`config.mk`:
```
export PLATFORM = sky130hd
export DESIGN_NAME = ahblite_copy_master
export DESIGN_NICKNAME = d
export VERILOG_FILES = /design/src/rtl/ahb_pkg.sv /design/src/rtl/ahblite_copy_master.sv
export SDC_FILE = /design/constraint.sdc
export NUM_CORES = 1
export LEC_CHECK = 0
export CAP_MARGIN = 40
export CORE_ASPECT_RATIO = 0.9
export CORE_MARGIN = 2
export CORE_UTILIZATION = 30
export CTS_BUF_LIST = sky130_fd_sc_hd__clkbuf_16
export CTS_CLUSTER_DIAMETER = 100
export DETAILED_ROUTE_END_ITERATION = 12
export GPL_TIMING_DRIVEN = 1
export REMOVE_ABC_BUFFERS = 1
export SLEW_MARGIN = 30
export SYNTH_ARGS = -nofsm -noshare
export SYNTH_HDL_FRONTEND = slang
export SYNTH_SLANG_ARGS = --single-unit
```
`constraint.sdc`:
```
create_clock -name HCLK -period 2.28 [get_ports HCLK]
set_input_delay 0.684 -clock HCLK [delete_from_list [all_inputs] [get_ports HCLK]]
set_output_delay 0.684 -clock HCLK [all_outputs]
set_load 0.02 [all_outputs]
```
`src/rtl/ahb_pkg.sv`:
```
// rtl/ahb_pkg.sv - AHB-Lite transfer encodings and copy-master state enumeration
package ahb_pkg;

    localparam logic [1:0] HTRANS_IDLE   = 2'b00;
    localparam logic [1:0] HTRANS_NONSEQ = 2'b10;
    localparam logic [2:0] HSIZE_WORD    = 3'b010;
    localparam logic [2:0] HBURST_SINGLE = 3'b000;

    typedef enum logic [2:0] {
        IDLE,
        RD_A,
        RD_D,
        WR_A,
        WR_D,
        FIN
    } copy_state_t;

endpackage

```
`src/rtl/ahblite_copy_master.sv`:
```
// rtl/ahblite_copy_master.sv - single-word AHB-Lite memory-to-memory copy engine
module ahblite_copy_master
    import ahb_pkg::*;
#(
    parameter int         LEN_W     = 16,
    parameter logic [3:0] HPROT_VAL = 4'b0011
) (
    input  logic             HCLK,
    input  logic             HRESETn,
    input  logic             start,
    input  logic [31:0]      src_addr,
    input  logic [31:0]      dst_addr,
    input  logic [LEN_W-1:0] len,
    output logic             busy,
    output logic             done,
    output logic             err,
    output logic [31:0]      HADDR,
    output logic [1:0]       HTRANS,
    output logic [2:0]       HSIZE,
    output logic [2:0]       HBURST,
    output logic [3:0]       HPROT,
    output logic             HMASTLOCK,
    output logic             HWRITE,
    output logic [31:0]      HWDATA,
    input  logic [31:0]      HRDATA,
    input  logic             HREADY,
    input  logic             HRESP
);

    copy_state_t      state_q;
    copy_state_t      state_d;
    logic [LEN_W-1:0] cnt_q;
    logic [31:0]      src_q;
    logic [31:0]      dst_q;
    logic [31:0]      hold_q;
    logic             err_q;

    assign HSIZE     = HSIZE_WORD;
    assign HBURST    = HBURST_SINGLE;
    assign HPROT     = HPROT_VAL;
    assign HMASTLOCK = 1'b0;
    assign err       = err_q;

    always_ff @(posedge HCLK or negedge HRESETn) begin
        if (!HRESETn) begin
            state_q <= IDLE;
        end else begin
            state_q <= state_d;
        end
    end

    // Bus outputs decode straight from state so reset clears them without a clock.
    always_comb begin
        state_d = state_q;
        HTRANS  = HTRANS_IDLE;
        HADDR   = '0;
        HWRITE  = 1'b0;
        HWDATA  = '0;
        busy    = 1'b0;
        done    = 1'b0;
        case (state_q)
            IDLE: begin
                if (start) begin
                    state_d = (len == '0) ? FIN : RD_A;
                end
            end
            RD_A: begin
                busy   = 1'b1;
                HTRANS = HTRANS_NONSEQ;
                HADDR  = src_q;
                if (HREADY) state_d = RD_D;
            end
            RD_D: begin
                busy = 1'b1;
                if (HREADY) state_d = HRESP ? FIN : WR_A;
            end
            WR_A: begin
                busy   = 1'b1;
                HTRANS = HTRANS_NONSEQ;
                HADDR  = dst_q;
                HWRITE = 1'b1;
                if (HREADY) state_d = WR_D;
            end
            WR_D: begin
                busy   = 1'b1;
                HWDATA = hold_q;
                if (HREADY) begin
                    if (HRESP || cnt_q == LEN_W'(1)) state_d = FIN;
                    else                              state_d = RD_A;
                end
            end
            FIN: begin
                done    = 1'b1;
                state_d = IDLE;
            end
            default: state_d = IDLE;
        endcase
    end

    // err latches on the first error cycle; the FSM waits for the HREADY half of the response.
    always_ff @(posedge HCLK or negedge HRESETn) begin
        if (!HRESETn) begin
            cnt_q  <= '0;
            src_q  <= '0;
            dst_q  <= '0;
            hold_q <= '0;
            err_q  <= 1'b0;
        end else begin
            case (state_q)
                IDLE: begin
                    if (start) begin
                        src_q <= {src_addr[31:2], 2'b00};
                        dst_q <= {dst_addr[31:2], 2'b00};
                        cnt_q <= len;
                        err_q <= 1'b0;
                    end
                end
                RD_D: begin
                    if (HRESP)       err_q  <= 1'b1;
                    else if (HREADY) hold_q <= HRDATA;
                end
                WR_D: begin
                    if (HRESP) begin
                        err_q <= 1'b1;
                    end else if (HREADY) begin
                        src_q <= src_q + 32'd4;
                        dst_q <= dst_q + 32'd4;
                        cnt_q <= cnt_q - LEN_W'(1);
                    end
                end
                default: ;
            endcase
        end
    end

endmodule

```
; ---- Word level (Yosys, flattened, before mapping)
; Index checks and enable logic that the tools add are counted.
[totals]
input_bits = 117
elab_cells = 65
output_inout_bits = 81
reg_bits = 116
[classes]
n_bitwise = 1
mux = 30
n_addsub = 3
reduce_logical = 12
eq_ne = 13
[op_table]
columns = operator, count
row1 = $mux W32, 7
row2 = $pmux W32 S2, 3
row3 = $add A32 B3 Y32 const B, 2
row4 = $mux W16, 3
row5 = $pmux W16 S2, 1
row6 = $mux W3, 8
row7 = $eq A16 B1 Y1 const B, 1
row8 = $logic_not A16 Y1, 1
row9 = $sub A16 B1 Y16 const B, 1
row10 = $pmux W3 S5, 1
row11 = $ne A2 B2 Y1 const B, 6
row12 = $eq A3 B2 Y1 const B, 2
row13 = $eq A3 B3 Y1 const B, 2
row14 = $reduce_and A3 Y1, 2
row15 = $mux W1, 5
row16 = $reduce_and A5 Y1, 1
row17 = $reduce_and A4 Y1, 1
row18 = $reduce_bool A2 Y1, 2
row19 = $reduce_or A2 Y1, 2
row20 = $reduce_or A4 Y1, 1
row21 = $eq A3 B1 Y1 const B, 1
row22 = $logic_not A3 Y1, 1
row23 = $mux W2, 1
row24 = $ne A2 B1 Y1 const B, 1
row25 = other kinds (3), 3

; ---- Longest topological paths before layout
[logic_depth]
depth_word = 5
depth_mapped = 9
ltp_nobuf = 7

; ---- Worst setup path before layout
; OpenSTA, ideal clock, no wires.
[synth_path]
kind = reg-to-reg
from = reg cnt_q[0]
to = reg cnt_q[14]
path_slack_ns = -0.048
setup_ns = 0.079
t_arrival_ns = 2.249
period_less_slack_ns = 2.328
n_path_buf = 0
required_time_ns = 2.201
path_stages_with_launch = 8
path_cell_list = dfrtp_1 -> inv_1 -> ha_1 -> or3b_2 -> or4_4 -> or3_1 -> a21oi_1 -> a2bb2oi_1
[synth_between]
elab_chain_len = 4
[synth_rtl]
columns = item, line_no
row1 = "start, declared", ahblite_copy_master.sv:32  ; logic [LEN_W-1:0] cnt_q;
row2 = "start signal, assigned", ahblite_copy_master.sv:114  ; cnt_q <= len;
row3 = "start signal, assigned", ahblite_copy_master.sv:128  ; cnt_q <= cnt_q - LEN_W'(1);
row4 = $sub A16 B1 Y16, ahblite_copy_master.sv:128
row5 = $mux W16, ahblite_copy_master.sv:125  ; end else if (HREADY) begin
row6 = $mux W16, ahblite_copy_master.sv:123  ; if (HRESP) begin
row7 = $pmux W16 S2, ahblite_copy_master.sv:109  ; case (state_q)
; No other way between the ends. The select of a mux whose other input is x is not followed.
; A chain may end at the register's enable or synchronous reset.

; ---- Worst setup path after layout
[layout_path]
from = reg state_q[1]
to = out HADDR[6]
[layout_between]
elab_chain_len = 2
word_cells_on_any_way = 3
cone_classes = eq/ne: 2 / mux: 1
[layout_rtl]
columns = item, line_no
row1 = "start, declared", ahblite_copy_master.sv:30  ; copy_state_t state_q;
row2 = "start signal, assigned", ahblite_copy_master.sv:48  ; state_q <= state_d;
row3 = $eq A3 B2 Y1 or $eq A3 B1 Y1 (tied branches), ahblite_copy_master.sv:61  ; case (state_q)
row4 = $pmux W32 S2 *, ahblite_copy_master.sv:61
row5 = "end, declared", ahblite_copy_master.sv:17  ; output logic [31:0] HADDR,
; Every way passes the cells marked *; elsewhere a longest branch is shown, timed or not.

==> results.md <==
* Outcome: complete, no violations
* Nets at 1163
* Worst-path maximum fanout at 11
* First-pass GRT wire length at 37.98 mm
* GP Congestion at 0.8415
* Syn-to-layout area delta at 43.54%
* Mapped cell area at 7047 µm²
* Slew of the pin with the lowest slew margin at 0.5792 ns
* Die width at 165.6 µm
* Hold Crit Class: in2async
* FF-to-FF path depth at 5
* Critical Path RT at 1.60 ns
* Count of warnings emitted by yosys at 0
* Hold_buf cts at 0
* Clk Latency, worst-skew pair at 0.36 ns
* Top cell type's share of synthesized area at 0.3977
* Fill cells at 2351
* IO Port Bufs at 179
* GRT Residual Overflow at 0
* CTS Root Cell: clkbuf_16
* Vias in the first global route at 6781
* Routed Antenna Nets at 0
* Finished Core Util at 0.4358
* Max-cap violations at 0
* Dpl hpwl at 17.69 mm
* Drt pass-1 iters at 5
* Post-synthesis sequential area ratio at 0.3977
* Final cell count without fillers at 1348
* Predominant post-synthesis flop cell: dfrtp_1
* CP arrival at 1.59 ns
* RSZ-0062 raised after global routing: yes
* Slew Limit Fails at 0
* Worst setup path category: reg2out
* Min Tclk post-route at 2.269 ns
* Largest net degree at the start of global routing at 68
* Yosys cell types at 59
* Drc violations at 0
* Final wirelength at 24.89 mm
* Core area at 23210 µm²
* Initial core utilization at 0.3036
* Maximum buffer depth of the clock tree at 2
* Worst IR Drop VDD at 595.9 µV
* Synth top area cells: dfrtp_1 (40%), a21oi_1 (5.7%), mux2_2 (5.1%)
* Ant. Diodes at 0
* EDFF count, synth at 0
* Syn_area_per_cell at 8.573 µm²
* Std-Cell Rows at 53
* CTS tree: built
* CTS Buf Count at 9
* Startpoint Class: flip-flop
* Synth Register Bits at 112
* Placed cell count at 1319
* WL per Instance at 18.46 µm
* Dominant cell type by area after synthesis: dfrtp_1
* Max_slew headroom at 0.6109
* Final worst hold slack at 0.3114 ns
* Worst r2r src: cnt_q[7]
* Ys async rst share at 1.000
* Final Cycle Share at 0.9953
* Clk sink count at 112
* Fmax at 0.4407 GHz
* R2r setup slk at 0.06 ns
* RR Endpoint: cnt_q[14]
* Critical Path End Type: output pin
* Htree depth at 3
* IO Count at 198
* Die H at 149.4 µm
* Final hold vios at 0
* Clk_skew at 0.009816 ns
* Power Density at 1297 nW/µm²
* Gr usage total at 0.1962
* Die area at 24730 µm²
* Clock transition at the registers of the reported paths at 0.08 ns
* DR iter-0 viols at 594
* Vias at 7305
* Share of cells above drive strength 1 at 0.2323
* Mapped Cells at 822
* Final Setup Violations at 0
* Initial antenna violation count at 0
* Setup_tns at 0 ns
* LEAKAGE at 4.280 nW
* Vias per inst at 5.419
-- stage by stage --
step	setup WS, ns	total power, mW	instance area, µm²
after detailed placement	-0.2343	10.85	9676
after global routing	-0.05299	14.01	10110
final	0.01073	13.12	10110
after floorplan	-3.049	7.643	6741
after CTS	-0.1537	12.81	10100
after global placement	-0.2040	10.74	9676
-- critical path, cell delays in order (launching register included) --
cell	delay (ns)
dfrtp_2	0.46
buf_12	0.17
buf_6	0.10
mux2i_2	0.24
nor2_1	0.09
buf_4	0.16
-- cell families (layout without fill, tap and decap cells) --
logic type,after synthesis,after routing,share of synthesized area
xor+xnor,1,1,0.001243
flops,112,112,0.3977
buf+inv,88,300,0.05557
fa+ha+maj,4,4,0.007103
compound gates,231,231,0.2070
mux,65,65,0.09801
simple gates,319,319,0.2322
other cells,2,14,0.001066
-- synthesized netlist by cell type, types with 4 or more instances --
library cell,count
nand4_1,22
mux2_2,32
nand2b_1,5
nor4_1,11
a2bb2oi_1,18
inv_1,11
o22a_1,6
o22ai_1,20
or3_1,12
buf_4,14
nand2_1,51
and3_1,47
and4_1,6
buf_2,7
o211ai_1,5
dfrtp_1,112
nor3_1,29
clkbuf_1,42
o2bb2ai_1,4
mux2i_1,33
nand3_1,40
o21ai_0,44
ha_1,4
buf_1,14
a311oi_1,8
a21oi_1,80
nor2_1,78
a31oi_1,10
-- layout make-up --
type,count,area [µm²],area share
inverters,11,41.29,0.004082
clock buffers,9,225.2,0.02227
flip-flops and latches,112,2805,0.2773
well taps,302,377.9,0.03736
multi-input cells,634,4030,0.3984
clock inverters,6,108.9,0.01076
repair buffers,274,2526,0.2498
-- repair_timing --
action / in CTS / in global routing
gates cloned: 1 / 3
pin swaps: 1 / 6
setup buffers: 5 / 7
setup endpoints to repair: 68 / 61
hold endpoints to repair: 0 / 0
gates resized for setup: 260 / 85
-- sequential cells by signal (all words and copies together), names as in the netlist --
| register | cells |
|---|---|
| hold_q | 32 |
| dst_q | 30 |
| src_q | 30 |
| cnt_q | 16 |
| state_q | 3 |
| err | 1 |
-- per-layer routing --
layer  share of wire  GRT usage  wire length [µm]  vias to the layer above
met1            0.47     0.2897             11770                     3549
li1                -          -                 -                     3488
met4           0.016    0.04871               390                        0
met3           0.056    0.02724              1385                       23
met2            0.46     0.3017             11340                      245
met5               0          0                 0                        -
-- report_power, final --
| group | switching [mW] | total, mW | internal [mW] |
|---|---|---|---|
| registers | 1.03 | 4.01 | 2.97 |
| logic | 3.85 | 7.26 | 3.42 |
| clock network | 0.781 | 1.85 | 1.07 |
| total | 5.66 | 13.1 | 7.46 |
-- placed cells by master, fill, tap and decap left out, types with 4 or more instances in the layout --
cell type / count
buf_2: 25
conb_1: 14
buf_4: 112
nand2b_1: 5
o22ai_1: 20
nor3_1: 29
mux2i_4: 4
buf_12: 14
and3_1: 46
buf_6: 5
mux2_2: 32
mux2i_1: 20
a311oi_1: 8
and4_1: 6
inv_1: 11
o211ai_1: 5
a2bb2oi_1: 18
o21ai_0: 44
a21oi_1: 79
o2bb2ai_1: 4
nor2_1: 75
a31oi_1: 10
mux2i_2: 9
nor4_1: 11
or3_1: 11
clkdlybuf4s50_1: 112
nand2_1: 50
dfrtp_1: 110
clkbuf_16: 11
o22a_1: 6
nand4_1: 22
nand3_1: 40
-- how the worst max path moves through the flow --
stage / from / to / slack (ns) / cells past startpoint
final: state_q[1] / HADDR[6] / 0.01 / 5
after global routing: state_q[1] / HADDR[19] / -0.05 / 5
after CTS: state_q[1] / HADDR[8] / -0.15 / 5
after detailed placement: HRESP / dst_q[31] / -0.23 / 7
after global placement: start / dst_q[2] / -0.20 / 7
after floorplan: state_q[1] / dst_q[23] / -3.05 / 5
No activity file was read; power rests on OpenSTA's default activity.
